[config.mk]
export PLATFORM = sky130hd
export DESIGN_NAME = fx_accum_pipe
export DESIGN_NICKNAME = d
export VERILOG_FILES = /design/src/rtl/fx_pkg.sv /design/src/rtl/fx_half_add.sv /design/src/rtl/fx_accum_pipe.sv
export SDC_FILE = /design/constraint.sdc
export NUM_CORES = 1
export LEC_CHECK = 0
export ABC_CLOCK_PERIOD_IN_PS = 3800
export CAP_MARGIN = 20
export CELL_PAD_IN_SITES_DETAIL_PLACEMENT = 1
export CELL_PAD_IN_SITES_GLOBAL_PLACEMENT = 2
export CORE_UTILIZATION = 37
export DETAILED_ROUTE_END_ITERATION = 7
export GPL_TIMING_DRIVEN = 0
export MAX_ROUTING_LAYER = met4
export PLACE_DENSITY_LB_ADDON = 0.08
export SETUP_SLACK_MARGIN = 0.15
export SYNTH_ARGS = -nofsm -noshare
export SYNTH_HDL_FRONTEND = slang
export SYNTH_SLANG_ARGS = --single-unit
export TNS_END_PERCENT = 30
[constraint.sdc]
create_clock -name clk -period 3.8 [get_ports clk]
set_input_delay 0.76 -clock clk [delete_from_list [all_inputs] [get_ports clk]]
set_output_delay 0.76 -clock clk [all_outputs]
set_load 0.02 [all_outputs]
[src/rtl/fx_pkg.sv]
// fx_pkg: shared types, constants and helpers for the fixed-point
// accumulator datapath.
//   fx_t        signed Q(FX_INT_W).(FX_FRAC_W) word at the default width
//   FX_MAX/MIN  saturation limits of fx_t
//   ovf_detect  signed-add overflow from operand and result sign bits
package fx_pkg;

  localparam int FX_INT_W    = 16;
  localparam int FX_FRAC_W   = 16;
  localparam int FX_W        = FX_INT_W + FX_FRAC_W;
  localparam int FX_CHANNELS = 4;

  typedef logic signed [FX_W-1:0] fx_t;

  localparam fx_t FX_MAX = {1'b0, {(FX_W-1){1'b1}}};
  localparam fx_t FX_MIN = {1'b1, {(FX_W-1){1'b0}}};

  // Overflow occurs only when both operands share a sign and the result does not.
  function automatic logic ovf_detect(input logic a_sign, input logic b_sign,
                                      input logic r_sign);
    return (a_sign == b_sign) && (r_sign != a_sign);
  endfunction

endpackage

[src/rtl/fx_half_add.sv]
// fx_half_add: N-bit unsigned adder with carry-in and carry-out, used for
// both halves of the split accumulator add.
//   a, b  N-bit addends
//   cin   carry into bit 0
//   sum   N-bit sum
//   cout  carry out of bit N-1
module fx_half_add #(
  parameter int N = 16
) (
  input  logic [N-1:0] a,
  input  logic [N-1:0] b,
  input  logic         cin,
  output logic [N-1:0] sum,
  output logic         cout
);

  logic [N:0] total;

  always_comb begin
    total = {1'b0, a} + {1'b0, b} + {{N{1'b0}}, cin};
  end

  assign sum  = total[N-1:0];
  assign cout = total[N];

endmodule

[src/rtl/fx_accum_pipe.sv]
// fx_accum_pipe: pipelined multi-channel signed fixed-point accumulator.
// S1 reads the channel's running sum and adds the fractional halves; S2 adds
// the integer halves with the registered carry, detects overflow, optionally
// saturates, writes the sum back and loads the output register.
//   clk, rst                     clock, synchronous active-high reset
//   in_valid/in_ready            input handshake
//   in_ch, in_clear, in_data     channel, start-new-sum flag, Q sample
//   out_valid/out_ready          output handshake
//   out_ch, out_data, out_ovf    channel, new sum, overflow flag
module fx_accum_pipe
  import fx_pkg::*;
#(
  parameter int INT_W    = FX_INT_W,
  parameter int FRAC_W   = FX_FRAC_W,
  parameter int CHANNELS = FX_CHANNELS,
  parameter bit SATURATE = 1'b1,
  parameter int W        = INT_W + FRAC_W,
  parameter int CW       = (CHANNELS > 1) ? $clog2(CHANNELS) : 1
) (
  input  logic          clk,
  input  logic          rst,
  input  logic          in_valid,
  output logic          in_ready,
  input  logic [CW-1:0] in_ch,
  input  logic          in_clear,
  input  logic [W-1:0]  in_data,
  output logic          out_valid,
  input  logic          out_ready,
  output logic [CW-1:0] out_ch,
  output logic [W-1:0]  out_data,
  output logic          out_ovf
);

  localparam logic [W-1:0] SAT_MAX = {1'b0, {(W-1){1'b1}}};
  localparam logic [W-1:0] SAT_MIN = {1'b1, {(W-1){1'b0}}};

  // S1 stage
  logic              s1_valid_q, s1_valid_d;
  logic [W-1:0]      s1_data_q,  s1_data_d;
  logic [CW-1:0]     s1_ch_q,    s1_ch_d;
  logic              s1_clear_q, s1_clear_d;

  // S2 stage
  logic              s2_valid_q, s2_valid_d;
  logic [CW-1:0]     s2_ch_q,    s2_ch_d;
  logic [FRAC_W-1:0] s2_frac_q,  s2_frac_d;
  logic              s2_carry_q, s2_carry_d;
  logic [INT_W-1:0]  s2_int_a_q, s2_int_a_d;
  logic [INT_W-1:0]  s2_int_b_q, s2_int_b_d;

  // Output register
  logic              out_valid_q, out_valid_d;
  logic [CW-1:0]     out_ch_q,    out_ch_d;
  logic [W-1:0]      out_data_q,  out_data_d;
  logic              out_ovf_q,   out_ovf_d;

  // Accumulator bank kept in flops so reset clears every channel at once
  logic [W-1:0]      acc_q [CHANNELS];
  logic [W-1:0]      acc_d [CHANNELS];

  // Datapath and control nets
  logic              ch_ok;
  logic [W-1:0]      acc_rd;
  logic [FRAC_W-1:0] frac_sum;
  logic              frac_carry;
  logic [INT_W-1:0]  int_sum;
  logic              int_cout_unused;
  logic              ovf;
  logic [W-1:0]      result;
  logic              out_free, s2_adv, s2_can_load, hazard, s1_adv, accept;

  // Beats to channels outside the bank are accepted and silently dropped.
  always_comb begin
    ch_ok = (32'(in_ch) < 32'(CHANNELS));
  end

  always_comb begin
    acc_rd = s1_clear_q ? '0 : acc_q[s1_ch_q];
  end

  fx_half_add #(.N(FRAC_W)) u_frac_add (
    .a    (s1_data_q[FRAC_W-1:0]),
    .b    (acc_rd[FRAC_W-1:0]),
    .cin  (1'b0),
    .sum  (frac_sum),
    .cout (frac_carry)
  );

  // The integer carry-out is not needed: overflow is judged from the signs.
  fx_half_add #(.N(INT_W)) u_int_add (
    .a    (s2_int_a_q),
    .b    (s2_int_b_q),
    .cin  (s2_carry_q),
    .sum  (int_sum),
    .cout (int_cout_unused)
  );

  // On saturation the clamp direction follows the common operand sign.
  always_comb begin
    ovf    = ovf_detect(s2_int_a_q[INT_W-1], s2_int_b_q[INT_W-1], int_sum[INT_W-1]);
    result = {int_sum, s2_frac_q};
    if (SATURATE && ovf) begin
      result = s2_int_a_q[INT_W-1] ? SAT_MIN : SAT_MAX;
    end
  end

  // S1 may not read a channel whose update is still sitting in S2, even if S2
  // writes it this edge, because the read would see the stale sum. A clearing
  // beat ignores the stored sum, so it can follow straight behind; the write
  // order is still kept since it reaches S2 only after the older beat leaves.
  always_comb begin
    out_free    = !out_valid_q || out_ready;
    s2_adv      = s2_valid_q && out_free;
    s2_can_load = !s2_valid_q || s2_adv;
    hazard      = s1_valid_q && !s1_clear_q && s2_valid_q && (s2_ch_q == s1_ch_q);
    s1_adv      = s1_valid_q && s2_can_load && !hazard;
    in_ready    = !rst && (!s1_valid_q || s1_adv);
    accept      = in_valid && in_ready;
  end

  always_comb begin
    s1_valid_d  = s1_valid_q;
    s1_data_d   = s1_data_q;
    s1_ch_d     = s1_ch_q;
    s1_clear_d  = s1_clear_q;
    s2_valid_d  = s2_valid_q;
    s2_ch_d     = s2_ch_q;
    s2_frac_d   = s2_frac_q;
    s2_carry_d  = s2_carry_q;
    s2_int_a_d  = s2_int_a_q;
    s2_int_b_d  = s2_int_b_q;
    out_valid_d = out_valid_q;
    out_ch_d    = out_ch_q;
    out_data_d  = out_data_q;
    out_ovf_d   = out_ovf_q;
    acc_d       = acc_q;

    if (s1_adv) begin
      s1_valid_d = 1'b0;
    end
    if (accept) begin
      s1_valid_d = ch_ok;
      s1_data_d  = in_data;
      s1_ch_d    = in_ch;
      s1_clear_d = in_clear;
    end

    if (s2_adv) begin
      s2_valid_d = 1'b0;
    end
    if (s1_adv) begin
      s2_valid_d = 1'b1;
      s2_ch_d    = s1_ch_q;
      s2_frac_d  = frac_sum;
      s2_carry_d = frac_carry;
      s2_int_a_d = s1_data_q[W-1:FRAC_W];
      s2_int_b_d = acc_rd[W-1:FRAC_W];
    end

    if (out_valid_q && out_ready) begin
      out_valid_d = 1'b0;
    end
    if (s2_adv) begin
      out_valid_d      = 1'b1;
      out_ch_d         = s2_ch_q;
      out_data_d       = result;
      out_ovf_d        = ovf;
      acc_d[s2_ch_q]   = result;
    end
  end

  always_ff @(posedge clk) begin
    if (rst) begin
      s1_valid_q  <= 1'b0;
      s1_data_q   <= '0;
      s1_ch_q     <= '0;
      s1_clear_q  <= 1'b0;
      s2_valid_q  <= 1'b0;
      s2_ch_q     <= '0;
      s2_frac_q   <= '0;
      s2_carry_q  <= 1'b0;
      s2_int_a_q  <= '0;
      s2_int_b_q  <= '0;
      out_valid_q <= 1'b0;
      out_ch_q    <= '0;
      out_data_q  <= '0;
      out_ovf_q   <= 1'b0;
      for (int i = 0; i < CHANNELS; i++) begin
        acc_q[i] <= '0;
      end
    end else begin
      s1_valid_q  <= s1_valid_d;
      s1_data_q   <= s1_data_d;
      s1_ch_q     <= s1_ch_d;
      s1_clear_q  <= s1_clear_d;
      s2_valid_q  <= s2_valid_d;
      s2_ch_q     <= s2_ch_d;
      s2_frac_q   <= s2_frac_d;
      s2_carry_q  <= s2_carry_d;
      s2_int_a_q  <= s2_int_a_d;
      s2_int_b_q  <= s2_int_b_d;
      out_valid_q <= out_valid_d;
      out_ch_q    <= out_ch_d;
      out_data_q  <= out_data_d;
      out_ovf_q   <= out_ovf_d;
      acc_q       <= acc_d;
    end
  end

  assign out_valid = out_valid_q;
  assign out_ch    = out_ch_q;
  assign out_data  = out_data_q;
  assign out_ovf   = out_ovf_q;

endmodule
==> run_results.csv <==
group,metric,value,unit
grt,antenna_found_initial,1,
drt,antenna_left,0,
clock_tree,clk-insertion-delay-late,550,ps
synth,synth_largest_area_cell,"dfxtp_1",
worst_hold_path,hp-class,"reg2reg",
grt,grt_pass1_wl,62.3,mm
placed_design,place_ws,-159,ps
clock_tree,clkTransAtPathRegs,60,ps
drt,wl_per_cell,21.4,µm
floorplanning,die_w,181,µm
synth,ys_seq_area_frac,0.427,
sta,tightest_slew,950,ps
floorplanning,core_area,31500,µm²
worst_hold_path,hold_depth,2,
final_layout,nets,1508,
sta,finalHoldViolCount,0,
setup_path,cp_data_required_time,4270,ps
clock_tree,cts_hold_buf,0,
final_layout,multi_input_area,6310,µm²
final_layout,post_route_cells_drive_above_1_share,0.126,
clock_tree,cts_sinks,252,
flow_run,cap_violations,0,
sta,fin_crit_sh,0.908,
floorplanning,die_area,32600,µm²
placed_design,hpwl,30.3,mm
power,finalPower,6350,µW
setup_path,reg2reg_from,"s1_ch_q[0]$_SDFFE_PP0P_",
synth,syn_area,11800,µm²
clock_tree,h-tree-depth,1,
clock_tree,post_cts_buffers,0,
power,peakVddDrop,338,µV
setup_path,r2r-end,"s2_carry_q$_SDFFE_PP0P_",
clock_tree,cts_buffers,29,
floorplanning,initial_core_util,0.375,
setup_path,worstSetupStartpointType,"primary input",
placed_design,port_buffers,74,
clock_tree,cts_root_buffer,"clkbuf_16",
synth,synth.area.top_cells,"dfxtp_1, nand2_1, a21oi_1, mux4_2, o21ai_0",
synth,synth-async-reset-ratio,0,
sta,fin_tns_setup,0,ps
clock_tree,clk_path_buf_depth,3,
sta,fin_ws,351,ps
synth,synth_top_area_share,0.427,
clock_tree,cts_tree,"yes",
synth,synth_ff_type,"dfxtp_1",
synth,ys_seq_elements,252,
grt,grt_overflow,0,
sta,rsz0062_at_grt,"no",
synth,synth-edff-count,0,
drt,num_vias,10311,
setup_path,cp_max_fo,10,
placed_design,dp.cells,1806,
drt,drtIter0Drc,676,
floorplanning,num_rows,65,
sta,setup_violations,0,
worst_hold_path,hold_start,"acc_q[49]$_SDFFE_PP0P_",
setup_path,rrSetupSlack,380,ps
sta,slew_headroom,0.366,
drt,finalWirelength,39.7,mm
sta,fmax,290,MHz
outcome,status,"completed",
final_layout,post-route-util,0.448,
sta,finalCriticalPeriod,3450,ps
synth,synth_fp_nets,1401,
final_layout,stdcell_count,1861,
synth,syn_inst,1329,
drt,via_per_inst,5.54,
synth,ys.warnings.count,0,
grt,grt_usage,0.252,
power,p_leak,0.00484,µW
floorplanning,pin_count,76,
grt,grt_max_degree,14,
grt,first_global_vias,10694,
final_layout,final-seq-area,5040,µm²
drt,dr.pass1.iters,5,
sta,slew_viol_final,0,
setup_path,setup.worst_path.class,"in2reg",
setup_path,end_kind,"flip-flop",
final_layout,fillers,3675,
placed_design,gp_congestion,0.843,
drt,route.detailed.drc,0,
power,powerDensity,450,nW/µm²
synth,syn_avg_cell_area,8.89,µm²
floorplanning,chipHeight,181,µm
setup_path,worstPathArrival,3920,ps
sta,finClkSkew,9.59,ps
final_layout,areaGrowthSynthToFinish,19.4,%
setup_path,worst_r2r_path_depth,12,
synth,synth_cell_type_count,64,
worst_hold_path,min_to,"acc_q[49]$_SDFFE_PP0P_",
==> layer usage <==
metal / GRT usage / routed length (µm)
met1: 0.327 / 18500
met2: 0.414 / 18800
met3: 0.0263 / 1370
met4: 0.0728 / 1140
met5: - / 0
==> sequential cells by signal, summed over array words and instances, names as in the netlist <==
register / count
acc_q: 128
out_data: 32
s1_data_q: 32
s2_frac_q: 16
s2_int_a_q: 16
s2_int_b_q: 16
out_ch: 2
s1_ch_q: 2
s2_ch_q: 2
out_ovf: 1
out_valid: 1
s1_clear_q: 1
s1_valid_q: 1
s2_carry_q: 1
s2_valid_q: 1
==> power breakdown <==
group	switching, µW	internal [µW]
Sequential	57.2	2720
Combinational	395	218
Clock	1180	1780
==> cells in the final DEF (no fill, tap or decap), types with 4 or more instances in the layout <==
master	instances
nor3_1	10
nor2_1	109
clkbuf_16	29
a31oi_4	5
a21oi_1	164
dfxtp_1	252
a21o_1	17
clkbuf_8	13
a211oi_1	32
o21ai_0	125
a21oi_2	8
xnor2_1	6
nand4_1	4
a31oi_1	5
nand2b_1	5
buf_2	15
buf_1	9
clkbuf_1	78
nor3b_1	17
ha_1	30
a21oi_4	5
mux2i_1	4
nor2b_1	19
nand3_1	18
clkinv_2	4
o21bai_1	4
nand3b_1	5
inv_1	8
nand2_1	222
a211oi_2	45
clkdlybuf4s50_1	74
and3_1	5
xor2_1	6
o31ai_1	7
mux4_2	32
o22ai_1	5
o21ai_1	4
==> cell type report <==
class | count | share of cell area
Sequential cell | 252 | 0.358
Multi-Input combinational cell | 964 | 0.448
Clock inverter | 8 | 0.00683
Inverter | 8 | 0.00213
Antenna cell | 1 | 0.000177
Tap cell | 402 | 0.0357
Buffer | 105 | 0.0317
Timing Repair Buffer | 76 | 0.0532
Clock buffer | 45 | 0.0649
==> synth_stat cells (2+ instances only) <==
cell,count
buf_6,3
or4_1,2
fa_1,3
nor2b_1,19
and2_1,2
dfxtp_1,252
nand3_1,18
a31oi_4,5
nor4_1,2
mux4_2,32
nand3b_1,5
clkbuf_1,76
a31oi_1,5
o31ai_1,7
nand2b_1,5
a21o_1,17
buf_1,11
o2111ai_1,3
nand2_2,2
xnor2_1,6
a22oi_1,3
a211oi_2,45
nor4b_1,2
and3_1,5
buf_2,15
nand4_1,4
nor3_1,10
nor3b_1,17
xor2_1,6
nor2_1,109
a21oi_2,8
o22ai_1,5
o21a_1,3
o21ai_0,128
ha_1,30
a41oi_4,2
a2111o_1,2
inv_1,8
mux2i_1,4
a21oi_4,5
a211oi_1,32
a21oi_1,164
or3_1,2
o21bai_1,4
nand2_1,222
==> how the worst max path moves through the flow <==
stage / from / to / slack, ps / cells past startpoint
detailed placement: s1_ch_q[0]$_SDFFE_PP0P_ / s2_frac_q[15]$_SDFFE_PP0P_ / -160 / 11
CTS: s1_ch_q[1]$_SDFFE_PP0P_ / s2_carry_q$_SDFFE_PP0P_ / 130 / 12
floorplan: s1_ch_q[0]$_SDFFE_PP0P_ / s2_frac_q[15]$_SDFFE_PP0P_ / 690 / 11
global placement: s1_ch_q[0]$_SDFFE_PP0P_ / s2_frac_q[15]$_SDFFE_PP0P_ / -140 / 11
finish: out_ready / acc_q[22]$_SDFFE_PP0P_ / 350 / 8
global route: s1_ch_q[0]$_SDFFE_PP0P_ / s2_carry_q$_SDFFE_PP0P_ / 210 / 12
==> logic make-up (layout without fill, tap and decap cells) <==
group	after synthesis	count (layout)	share of synthesized area
simple gates	432	432	0.160
compound gates	450	450	0.262
xor+xnor	12	12	0.00890
fa+ha+maj	33	33	0.0369
mux	37	37	0.0654
other cells	0	1	0
buf+inv	113	242	0.0394
flops	252	252	0.427
==> stage by stage <==
| step | instance area (µm²) | hold WS, ps |
|---|---|---|
| final | 14100 | 451 |
| after detailed placement | 13100 | 444 |
| after global placement | 13100 | 435 |
| after CTS | 14100 | 452 |
| after global routing | 14100 | 469 |
| after floorplan | 11800 | 429 |
==> worst max-delay path, cell delays in order <==
cell and delay (ps):
clkdlybuf4s50_1 550, nor2b_1 90, nor2_1 660, nand3_1 450, a21oi_1 490, buf_1 470
nand2_1 230, o22ai_1 210
==> repair_timing <==
action	4_1_cts	5_1_grt
gates cloned	0	0
endpoints found under the setup margin	7	8
gates resized for setup	5	10
(Power assumes the default switching activity.)
